<file path="src/rtl/seq_mul_chunked.sv">
// Multi-cycle chunked multiplier: one CHUNK x CHUNK partial product per clock
// is accumulated into a full-width sum, behind a valid/ready handshake.
module seq_mul_chunked #(
    parameter int unsigned A_WIDTH = 32,
    parameter int unsigned B_WIDTH = 32,
    parameter int unsigned CHUNK   = 16,
    parameter int unsigned SIGNED  = 0
) (
    input  logic                       clk,
    input  logic                       rst_n,
    input  logic                       in_valid,
    output logic                       in_ready,
    input  logic [A_WIDTH-1:0]         A,
    input  logic [B_WIDTH-1:0]         B,
    output logic                       out_valid,
    input  logic                       out_ready,
    output logic [A_WIDTH+B_WIDTH-1:0] Y
);

    // CH guards the derived divisions so a bad CHUNK reaches the check below
    localparam int unsigned CH = (CHUNK < 1) ? 1 : CHUNK;
    localparam int unsigned NA = A_WIDTH / CH;
    localparam int unsigned NB = B_WIDTH / CH;
    localparam int unsigned YW = A_WIDTH + B_WIDTH;
    localparam int unsigned PW = 2 * CH;
    localparam int unsigned IW = (NA > 1) ? $clog2(NA) : 1;
    localparam int unsigned JW = (NB > 1) ? $clog2(NB) : 1;

    generate
        if ((CHUNK < 1) || (A_WIDTH % CH != 0) || (B_WIDTH % CH != 0)
            || (A_WIDTH == 0) || (B_WIDTH == 0)) begin : g_bad_params
            $error("seq_mul_chunked: A_WIDTH and B_WIDTH must be non-zero multiples of CHUNK >= 1");
        end
    endgenerate

    typedef enum logic [1:0] {
        S_IDLE = 2'd0,
        S_RUN  = 2'd1,
        S_DONE = 2'd2
    } state_t;

    state_t            r_state;
    logic [A_WIDTH-1:0] r_a;
    logic [B_WIDTH-1:0] r_b;
    logic              r_neg;
    logic [IW-1:0]     r_i;
    logic [JW-1:0]     r_j;
    logic [YW-1:0]     r_acc;
    logic [YW-1:0]     r_y;
    logic              r_out_valid;

    logic              w_a_neg;
    logic              w_b_neg;
    logic [A_WIDTH-1:0] w_a_mag;
    logic [B_WIDTH-1:0] w_b_mag;
    logic [CH-1:0]     w_a_chunk;
    logic [CH-1:0]     w_b_chunk;
    logic [PW-1:0]     w_pp;
    logic [YW-1:0]     w_pp_sh;
    logic [YW-1:0]     w_acc_next;
    logic              w_i_last;
    logic              w_last;

    // Operand magnitudes; the most negative value maps onto its unsigned magnitude
    always_comb begin
        w_a_neg = (SIGNED != 0) && A[A_WIDTH-1];
        w_b_neg = (SIGNED != 0) && B[B_WIDTH-1];
        w_a_mag = w_a_neg ? A_WIDTH'(-A) : A;
        w_b_mag = w_b_neg ? B_WIDTH'(-B) : B;
    end

    // One partial product per step, weighted by the combined chunk position
    always_comb begin
        w_a_chunk  = CH'(r_a >> (32'(r_i) * CH));
        w_b_chunk  = CH'(r_b >> (32'(r_j) * CH));
        w_pp       = PW'(w_a_chunk) * PW'(w_b_chunk);
        w_pp_sh    = YW'(w_pp) << ((32'(r_i) + 32'(r_j)) * CH);
        w_acc_next = r_acc + w_pp_sh;
        w_i_last   = (32'(r_i) == NA - 1);
        w_last     = w_i_last && (32'(r_j) == NB - 1);
    end

    always_ff @(posedge clk) begin
        if (!rst_n) begin
            r_state     <= S_IDLE;
            r_a         <= '0;
            r_b         <= '0;
            r_neg       <= 1'b0;
            r_i         <= '0;
            r_j         <= '0;
            r_acc       <= '0;
            r_y         <= '0;
            r_out_valid <= 1'b0;
        end else begin
            case (r_state)
                S_IDLE: begin
                    if (in_valid) begin
                        r_a     <= w_a_mag;
                        r_b     <= w_b_mag;
                        r_neg   <= w_a_neg ^ w_b_neg;
                        r_acc   <= '0;
                        r_i     <= '0;
                        r_j     <= '0;
                        r_state <= S_RUN;
                    end
                end
                S_RUN: begin
                    r_acc <= w_acc_next;
                    if (w_i_last) begin
                        r_i <= '0;
                        r_j <= r_j + 1'b1;
                    end else begin
                        r_i <= r_i + 1'b1;
                    end
                    // Sign is applied on the same edge the last partial product lands
                    if (w_last) begin
                        r_y         <= r_neg ? YW'(-w_acc_next) : w_acc_next;
                        r_out_valid <= 1'b1;
                        r_state     <= S_DONE;
                    end
                end
                S_DONE: begin
                    if (out_ready) begin
                        r_out_valid <= 1'b0;
                        r_state     <= S_IDLE;
                    end
                end
                default: begin
                    r_out_valid <= 1'b0;
                    r_state     <= S_IDLE;
                end
            endcase
        end
    end

    assign in_ready  = (r_state == S_IDLE);
    assign out_valid = r_out_valid;
    assign Y         = r_y;

endmodule

</file>
<file path="config.mk">
export PLATFORM = sky130hd
export DESIGN_NAME = seq_mul_chunked
export DESIGN_NICKNAME = d
export VERILOG_FILES = /design/src/rtl/seq_mul_chunked.sv
export SDC_FILE = /design/constraint.sdc
export NUM_CORES = 1
export LEC_CHECK = 0
export CAP_MARGIN = 20
export CORE_ASPECT_RATIO = 0.7
export CORE_MARGIN = 10
export CORE_UTILIZATION = 30
export DETAILED_ROUTE_END_ITERATION = 8
export SETUP_SLACK_MARGIN = 0.02
export SYNTH_ARGS = -nofsm -noshare
export SYNTH_HDL_FRONTEND = slang
export SYNTH_SLANG_ARGS = --single-unit
</file>
<file path="constraint.sdc">
create_clock -name clk -period 9.2 [get_ports clk]
set_input_delay 2.3 -clock clk [delete_from_list [all_inputs] [get_ports clk]]
set_output_delay 2.3 -clock clk [all_outputs]
set_load 0.05 [all_outputs]
</file>
=== After elaboration in Yosys (flattened, before gate mapping) ===
Cells that the tools add are included.

* Register bits: 197
* Logic and storage cells: 46
* Output and inout bits: 66

* Equal/unequal tests: 6
* Reductions and logical operators: 9
* Bitwise logic cells: 1
* Add/sub/neg operators: 4
* Shifts and indexed selects: 3
* $mul: 1
* Muxes and demuxes: 14

{| class="wikitable"
|+ Operators by type and width
! kind !! count
|-
| case mux 64 bit (2 select lines) || 1
|-
| adder 64 bit || 1
|-
| 2-to-1 mux 64 bit || 1
|-
| << shifter 32 x 6 -> 64 bit || 1
|-
| >> shifter 32 x 5 -> 16 bit || 2
|-
| multiplier 16 x 16 -> 32 bit || 1
|-
| AND reduction 3 bit || 3
|-
| != test 2 bit (second input constant) || 4
|-
| 2-to-1 mux 2 bit || 3
|-
| case mux 2 bit (3 select lines) || 1
|-
| AND reduction 2 bit || 3
|-
| 2-to-1 mux 1 bit || 5
|-
| case mux 1 bit (2 select lines) || 2
|-
| case mux 1 bit (3 select lines) || 1
|-
| adder 1 bit (second input constant) || 2
|-
| adder 1 x 1 -> 2 bit || 1
|-
| == test 2 x 1 -> 1 bit (second input constant) || 1
|-
| == test 2 bit (second input constant) || 1
|-
| zero test 2 bit || 1
|-
| nonzero test 2 bit || 1
|-
| logical AND 1 bit || 1
|-
| inverter 1 bit || 1
|}

=== Logic depth before layout (Yosys ltp) ===
Gate-level depths: netlist of run 1.

* Depth in word-level cells: 5
* Mapped depth: 40
* Depth with buffers taken out: 36

=== Worst setup path after synthesis of run 1 ===
Ideal clock, no wire load.

* Path kind: flip-flop to flip-flop
* From: register r_i
* To: register r_y[62], in the netlist Y[62]
* Data arrival time: 9,249 ps
* Period minus slack after synthesis: 9,371 ps
* Required time: 9,078 ps
* Setup time: 122 ps
* Slack: -171 ps
* Stages on the path, launching flop included: 39
* Cells stage by stage: dfxtp_1 -> clkbuf_1 -> clkbuf_1 -> buf_1 -> mux2i_1 -> nor2_1 -> fa_1 -> inv_1 -> fa_1 -> inv_1 -> fa_1 -> fa_1 -> fa_1 -> inv_1 -> fa_1 -> inv_1 -> ha_1 -> a21o_1 -> [... 3 more ...] -> a21oi_1 -> a211o_1 -> nand2_1 -> o41ai_2 -> xor2_1 -> o22ai_1 -> ha_1 -> buf_2 -> nand4_1 -> or3_1 -> nor3_2 -> inv_1 -> o221ai_1 -> a31oi_1 -> o31a_1 -> nor2_1 -> mux2i_1 -> a311o_1

* Cells in the longest elaborated chain, start to end: 4
* Elaborated cells between the ends (all ways): 7
* Those cells by class: add/sub (2); mul (1); shift (2); reduce/logical (2)

{| class="wikitable"
|+ Ends and longest elaborated chain
! element !! RTL line !! RTL
|-
| start, declared || 46 || <nowiki>logic [IW-1:0] r_i;</nowiki>
|-
| start signal, assigned || 113 || <nowiki>r_i <= r_i + 1'b1;</nowiki>
|-
| >> shifter 32 x 5 -> 16 bit || 74 || <nowiki>w_a_chunk = CH'(r_a >> (32'(r_i) * CH));</nowiki>
|-
| multiplier 16 x 16 -> 32 bit || 76 || <nowiki>w_pp = PW'(w_a_chunk) * PW'(w_b_chunk);</nowiki>
|-
| << shifter 32 x 6 -> 64 bit || 77 || <nowiki>w_pp_sh = YW'(w_pp) << ((32'(r_i) + 32'(r_j)) * CH);</nowiki>
|-
| adder 64 bit || 78 || <nowiki>w_acc_next = r_acc + w_pp_sh;</nowiki>
|-
| end signal, assigned || 117 || <nowiki>r_y <= r_neg ? YW'(-w_acc_next) : w_acc_next;</nowiki>
|-
| end, declared || 49 || <nowiki>logic [YW-1:0] r_y;</nowiki>
|}

Several ways; a longest one is shown, not always the timed one.
A chain may end at the register's enable or synchronous reset.

=== Final worst setup path of run 1 ===
* From: register r_i
* To: register r_y[61], in the netlist Y[61]

Same word-level chain as after synthesis.

==> out/metrics.sh, run 1 <==
CLK_LAT_WORST_SKEW_NS=0.50
YS_TOP_CELLS_BY_COUNT='488 x sky130_fd_sc_hd__nand2_1, 251 x sky130_fd_sc_hd__inv_1, 244 x sky130_fd_sc_hd__a21oi_1'
SYNTH_CELL_TYPE_COUNT=74
FINAL_DESIGN_INSTANCE_AREA_WITHOUT_FILL_UM2=24600
CPPEAKSTAGEDELAY_NS=0.57
REMAINING_DRC_ERRORS=0
FF2FF_SETUP_SLACK_NS=0.19
YOSYSTOPAREACELL='sky130_fd_sc_hd__dfxtp_1'
GLOBAL_ROUTE.OVERFLOW_TOTAL=0
FINALWEIGHTEDCONGESTION=0.964
POWER.LEAKAGE_nW=10.6
CTS_MAX_PATH_BUFFERS=2
GRT_FIRST_PASS_WIRELENGTH_UM=103000
FINAL_HOLD_FAILS=0
SYNTHCELLS=2528
ROUTEDWLPERCELL_UM=19.0
MAXCAPVIOLCOUNT=0
FLOORPLAN.INITIALDENSITY=0.302
RSZ_0062_RAISED_AFTER_GLOBAL_ROUTING='true'
CLOCK-SKEW-FINAL_NS=0.0128
WORSTHOLDENDPOINT='out_valid'
CTSHTREEMAXLEVEL=4
SYNTH_FF_TYPE='sky130_fd_sc_hd__dfxtp_1'
SHARE_CLK_OF_TOTAL_POWER=0.323
FP.DIEAREA_UM2=77600
PROPORTION_OF_LAYOUT_CELLS_WITH_A_DRIVE_SUFFIX_ABOVE_1=0.127
POWER.SEQUENTIAL.FRACTION=0.371
DESIGN.PORTCOUNT=134
TRITONCTS_NUM_SINKS=197
PATH_CLASS='flip-flop to flip-flop'
FINAL.HOLD.WORST_SLACK_NS=0.457
WORSTPATHARRIVAL_NS=9.44
LAYOUT_WORST_PATH_CYCLE_SHARE=0.979
SLEW_HEADROOM=0.370
P_INT_W=0.00157
MIN_PERIOD_NS=9.01
SYNTHESIZED_NET_COUNT=2959
VIAS=18500
TIGHTESTPINTRANSITION_NS=0.946
VIA_PER_INST=5.10
NETSWITCHINGPOWER_W=0.000867
CTS_BUFFERS=17
HOLD_PATH_DEPTH=2
PLACEMENT_ROWS=79
AREA_GROWTH_SYN_TO_LAYOUT_PCT=22.7
ANTENNA_LEFT=0
INITIAL_ANTENNA_VIOLATION_COUNT=3
MAX_FREQ_GHz=0.111
DIE_HEIGHT_UM=236
POWER.IR.VDD_WORST_uV=113
RUN_STATUS='finished, final reports clean'
SLOWEST_STAGE='sky130_fd_sc_hd__fa_1'
SYNTH_SEQ_AREA_SHARE=0.197
ANTENNA_CELLS=0
SYNTH.AREA.TOP_CELLS='sky130_fd_sc_hd__dfxtp_1 20%, sky130_fd_sc_hd__fa_1 20%, sky130_fd_sc_hd__ha_1 11%'
CELLPOWERDENSITY_nW_PER_UM2=99.3
FIN_NETS=3148
SWITCHING_SHARE=0.355
HOLDBUFCOUNTCTS=0
GRT_START_MAX_NET_PINS=84
PLACED_AREA_UM2=22900
YS_WARN_COUNT=0
GLOBAL_ROUTE.USAGE.TOTAL=0.170
VIAS_IN_THE_FIRST_GLOBAL_ROUTE=16900
YOSYS_REGISTER_BITS=197
MIN-DELAY-START='out_valid'
CTS_TREE='built'
R2R.WORST_PATH.CELLS=35
SYNTH.TOP_CELL.AREA_SHARE=0.197
CLK_PIN_SLEW_NS=0.07
FINALWIRELENGTH_UM=68700
HOLD_CLASS='flip-flop to flip-flop'
CP_COMMON_CELL='sky130_fd_sc_hd__fa_1'
DETAILED_PLACE_HPWL_UM=54000
POST_SYNTH.CELL_AREA_AVG_UM2=7.92
CRIT-REG2REG-CAPTURE='Y[61]'
FIN_SETUP_TNS_NS=0
CRITICAL_PATH.STARTPOINT_TYPE='flip-flop'
CTS-ROOT-BUF='sky130_fd_sc_hd__clkbuf_16'
DIE_W_UM=329
SYNTHESIS.AREA_UM2=20000
CRITPATHCAPTURETYPE='flip-flop'
SETUP_VIOLATORS_FINAL=0
SYNTH_ASYNC_SR_FLOP_SHARE=0
SYNTH-EDFF-COUNT=0
DRT_PRE_ANTENNA_ITERS=5
R2R-START='r_i'
FLOORPLAN.CORE_AREA_UM2=66200
SHARE_COMB_OF_TOTAL_POWER=0.307
TIMING_MAX_TRANSITION_VIOLATIONS_FINAL=0
YOSYS.CELL_COUNT.TOP_TYPE='sky130_fd_sc_hd__nand2_1'
PORT_BUFFERS=133
DRT_FIRST_ITER_VIOLATIONS=1707
CRIT_FANOUT=7
WORST-ENDPOINT-REQUIRED_NS=9.63
metal layers:
layer  share of wire  routed length [um]  global-route usage  vias to the layer above
li1                -                   -                   -                     8772
met1            0.49               34000               0.265                     8938
met2            0.39               26900               0.224                      683
met3            0.10                6990              0.0518                       57
met4           0.011                 761              0.0288                        8
met5         0.00082                  56                   0                        -
sequential cells by signal, indices dropped and copies added (netlist names):
name and cells:
r_acc 64, r_state 2, out_valid 1, r_b 32
r_j 1, r_i 1, r_a 32, Y 64
cells in the final DEF, fill, tap and decap left out, types with 15 or more instances in the layout:
master | synthesis | final
sky130_fd_sc_hd__buf_4 | 1 | 143
sky130_fd_sc_hd__ha_1 | 168 | 159
sky130_fd_sc_hd__xor2_1 | 32 | 31
sky130_fd_sc_hd__nand2_1 | 488 | 482
sky130_fd_sc_hd__a21oi_1 | 244 | 233
sky130_fd_sc_hd__o22ai_1 | 18 | 15
sky130_fd_sc_hd__clkdlybuf4s50_1 | 0 | 133
sky130_fd_sc_hd__nand3_1 | 56 | 56
sky130_fd_sc_hd__fa_1 | 195 | 193
sky130_fd_sc_hd__xnor2_1 | 50 | 49
sky130_fd_sc_hd__clkbuf_16 | 0 | 19
sky130_fd_sc_hd__dfxtp_1 | 197 | 195
sky130_fd_sc_hd__nor2_1 | 213 | 205
sky130_fd_sc_hd__and2_1 | 18 | 17
sky130_fd_sc_hd__mux2i_1 | 39 | 30
sky130_fd_sc_hd__o21ai_0 | 79 | 69
sky130_fd_sc_hd__o21a_1 | 18 | 18
sky130_fd_sc_hd__a21o_1 | 54 | 54
sky130_fd_sc_hd__mux2_4 | 0 | 18
sky130_fd_sc_hd__inv_1 | 251 | 242
sky130_fd_sc_hd__nand4_1 | 30 | 30
layout make-up:
cell class / instances / area [um2]
clock inverter: 12 / 146
fill: 6941 / 41700
clock buffer: 18 / 429
timing repair buffer: 297 / 2720
multi-input combinational: 1952 / 15300
sequential: 197 / 3950
tap: 891 / 1110
inverter: 252 / 951
stage by stage:
stage           util  setup WS (ns)  total power [W]  std cells
2_1_floorplan      -          0.136          0.00133       2528
6_report       0.371          0.190          0.00244       3619
4_1_cts        0.356         0.0285          0.00239       3575
3_3_place_gp   0.346         0.0252          0.00159       3545
5_1_grt        0.371        -0.0738          0.00256       3619
3_5_place_dp   0.346        -0.0484          0.00159       3545
how the worst max path moves through the flow:
stage | from | to | slack [ns] | depth (start not counted)
3_3_place_gp | r_j | Y[47] | 0.03 | 37
2_1_floorplan | r_j | Y[62] | 0.14 | 37
6_report | r_i | Y[61] | 0.19 | 35
5_1_grt | r_i | Y[61] | -0.07 | 35
3_5_place_dp | r_j | Y[56] | -0.05 | 35
4_1_cts | r_j | Y[61] | 0.03 | 34
power groups by stage:
stage               combinational [W]  sequential [W]  clock [W]
finish                       0.000748        0.000904   0.000787
global route                 0.000814        0.000906   0.000839
CTS                          0.000676        0.000900   0.000814
detailed placement           0.000670        0.000919          0
global placement             0.000669        0.000919          0
floorplan                    0.000419        0.000911          0
logic make-up (layout without fill, tap and decap cells):
logic type,after synthesis,count (layout),share of synthesized area
compound gates,540,540,0.168
xor+xnor,82,82,0.0359
fa+ha+maj,363,363,0.300
flops,197,197,0.197
buf+inv,380,579,0.0722
simple gates,896,896,0.190
mux,70,71,0.0370
repair_timing:
item                                    CTS  global route
setup buffers                             0            41
cloned                                    0             3
gates resized for setup                  11           144
endpoints found under the hold margin     0             0
endpoints found under the setup margin   14            75
pin swaps                                 1            49
worst max-delay path: cells and delay by family, from the launching register on:
kind / cells / cell delay, ns
flip-flops: 1 / 0.43
AO/OA/AOI/OAI: 14 / 3.29
adder cells (fa/ha/maj): 8 / 3.66
buffers and inverters: 6 / 0.55
AND/OR/NAND/NOR: 5 / 0.64
multiplexers: 1 / 0.19
XOR/XNOR: 1 / 0.20
(Power assumes the default switching activity.)
==> inputs of run 2 (changes only) <==
--- a/config.mk
+++ b/config.mk
@@ -10,6 +10,7 @@
 export CORE_MARGIN = 10
 export CORE_UTILIZATION = 30
 export DETAILED_ROUTE_END_ITERATION = 8
+export RECOVER_POWER = 25
 export SETUP_SLACK_MARGIN = 0.02
 export SYNTH_ARGS = -nofsm -noshare
 export SYNTH_HDL_FRONTEND = slang
==> run 2 against run 1 <==
  * The flow now finishes with violations (capacitance limit, slew limit)
  * Sequential cell count did not move
  * Wire length barely moved
  * Sequential share of layout area about the same
  * Non-clock buffer count is the same
  * Cell count did not move
  * Setup slack worse by 0.00063 ns
  * Critical endpoint unchanged
  * Largest cell class unchanged
  * Largest power group unchanged
==> out/metrics.sh, run 2 (synthesized netlist as in run 1, its figures left out) <==
RUN_STATUS='complete, but fails checks'
VIOLATIONS='capacitance limit, slew limit'
P_TOTAL_W=0.00244  # about the same
CP_COMMON_CELL='sky130_fd_sc_hd__fa_1'
FINAL_DESIGN_INSTANCE_AREA_WITHOUT_FILL_UM2=24600  # about the same
GROUTE.LAYER.MET1.USAGE=0.265  # unchanged
REMAINING_DRC_ERRORS=0  # unchanged
CPPEAKSTAGEDELAY_NS=0.57  # about the same
PORT_BUFFERS=133  # unchanged
CLK_LAT_WORST_SKEW_NS=0.50  # about the same
LAYOUT_WORST_PATH_CYCLE_SHARE=0.979  # about the same
WORSTPATHARRIVAL_NS=9.44  # about the same
PLACED_AREA_UM2=22900  # unchanged
MAX_FREQ_GHz=0.111  # about the same
FLOORPLAN.CORE_AREA_UM2=66200  # unchanged
CTS_MAX_PATH_BUFFERS=2  # unchanged
CTS_TREE='built'
INITIAL_ANTENNA_VIOLATION_COUNT=3  # unchanged
PATH_CLASS='flip-flop to flip-flop'
LAYOUT.CELLS.MOST_COMMON='sky130_fd_sc_hd__nand2_1'
DETAILED_PLACE_HPWL_UM=54000  # unchanged
POWER.IR.VDD_WORST_uV=113  # about the same
CTSHTREEMAXLEVEL=4  # unchanged
GLOBAL_ROUTE.USAGE.TOTAL=0.170  # unchanged
FINALWIRELENGTH_UM=68700  # about the same
MET2_USAGE_GRT=0.224  # unchanged
POWER.LEAKAGE_nW=10.8  # +1.7%
GRT_FIRST_PASS_WIRELENGTH_UM=103000  # unchanged
PROPORTION_OF_LAYOUT_CELLS_WITH_A_DRIVE_SUFFIX_ABOVE_1=0.126  # -0.000733
ANTENNA_LEFT=0  # unchanged
FP.DIEAREA_UM2=77600  # unchanged
DRT_FIRST_ITER_VIOLATIONS=1744  # +2.2%
DIE_W_UM=329  # unchanged
SETUP_VIOLATORS_FINAL=0  # unchanged
FINAL_HOLD_FAILS=0  # unchanged
CRIT_FANOUT=7  # unchanged
CELLPOWERDENSITY_nW_PER_UM2=99.4  # about the same
TIMING_MAX_TRANSITION_VIOLATIONS_FINAL=135  # +135
CLOCK-SKEW-FINAL_NS=0.0133  # +0.000467 ns
TIGHTESTPINTRANSITION_NS=3.16  # +2.22 ns
MAXCAPVIOLCOUNT=2  # +2
VIA_PER_INST=5.11  # +0.29%
SLEW_HEADROOM=-1.11  # -1.48
DRT_PRE_ANTENNA_ITERS=5  # unchanged
RSZ_0062_RAISED_AFTER_GLOBAL_ROUTING='true'
FIN_NETS=3148  # unchanged
WORST-ENDPOINT-REQUIRED_NS=9.63  # about the same
CRITPATHCAPTURETYPE='flip-flop'
MOST-COMMON-LAYOUT-CELLS='482 x sky130_fd_sc_hd__nand2_1, 242 x sky130_fd_sc_hd__inv_1, 233 x sky130_fd_sc_hd__a21oi_1'
GLOBAL_ROUTE.OVERFLOW_TOTAL=0  # unchanged
FINAL.HOLD.WORST_SLACK_NS=0.454  # -0.00332 ns
VIAS=18500  # +0.29%
ANTENNA_CELLS=0  # unchanged
GR-USAGE-MET3=0.0518  # unchanged
VIAS_IN_THE_FIRST_GLOBAL_ROUTE=16900  # unchanged
DIE_HEIGHT_UM=236  # unchanged
HOLD_CLASS='flip-flop to flip-flop'
DESIGN.PORTCOUNT=134  # unchanged
ROUTEDWLPERCELL_UM=19.0  # about the same
TRITONCTS_NUM_SINKS=197  # unchanged
CTS-ROOT-BUF='sky130_fd_sc_hd__clkbuf_16'
FINALWEIGHTEDCONGESTION=0.964  # unchanged
CRITICAL_PATH.STARTPOINT_TYPE='flip-flop'
GLOBAL_ROUTE.PEAK_USAGE_LAYER='met1'
PLACEMENT_ROWS=79  # unchanged
SLOWEST_STAGE='sky130_fd_sc_hd__fa_1'
MIN_PERIOD_NS=9.01  # +0.000635 ns
GRT_START_MAX_NET_PINS=84  # unchanged
AREA_GROWTH_SYN_TO_LAYOUT_PCT=22.7  # about the same
CTS_BUFFERS=17  # unchanged
CLK_PIN_SLEW_NS=0.07  # about the same
FLOORPLAN.INITIALDENSITY=0.302  # unchanged
==> run 2: power by group <==
group	switching, W	internal [W]	leakage [nW]	total [W]
Clock	0.000385	0.000403	0.277	0.000789
Sequential	0.0000255	0.000878	1.60	0.000904
Combinational	0.000456	0.000292	8.91	0.000748
==> run 2: cell type report <==
cell class              count  area (um2)
inverters                 252         951
clock inverters            12         146
multi-input cells        1952       15300
fillers                  6943       41700
well taps                 891        1110
clock buffers              18         429
flip-flops and latches    197        3950
repair buffers            297        2710
==> run 2: through the flow <==
stage               utilization  setup WS [ns]  instances  setup TNS (ns)
CTS                       0.356         0.0285       3575               0
global placement          0.346         0.0252       3545               0
floorplan                     -          0.136       2528               0
detailed placement        0.346        -0.0484       3545         -0.0990
finish                    0.371          0.189       3619               0
global route              0.371        -0.0738       3619          -0.261
==> run 2: metal layers <==
layer,up-vias,share of wire
met5,-,0.00081
met2,714,0.39
met1,8959,0.49
met3,61,0.10
met4,8,0.011
li1,8769,-
==> run 2: repair_timing <==
action / in CTS / in global routing
gates cloned: 0 / 3
endpoints found under the setup margin: 14 / 75
hold buffers: 0 / 0
setup buffers: 0 / 41
resized for setup: 11 / 144
pin swaps: 1 / 49
==> run 2: final timing paths <==
check / start / to / slack (ns) / cells after the start
max: r_i / Y[61] / 0.19 / 35
min reg2reg: out_valid / out_valid / 0.45 / 2
min: out_valid / out_valid / 0.45 / 2
max reg2reg: r_i / Y[61] / 0.19 / 35
==> run 2: worst max-delay path: cells and delay by family, from the launching register on <==
family | cells | cell delay [ns]
adders and majority gates | 8 | 3.66
AOI/OAI and AO/OA | 14 | 3.28
and+or+nand+nor | 5 | 0.64
buffers and inverters | 6 | 0.55
DFF | 1 | 0.43
xor gates and xnor gates | 1 | 0.20
muxes | 1 | 0.19
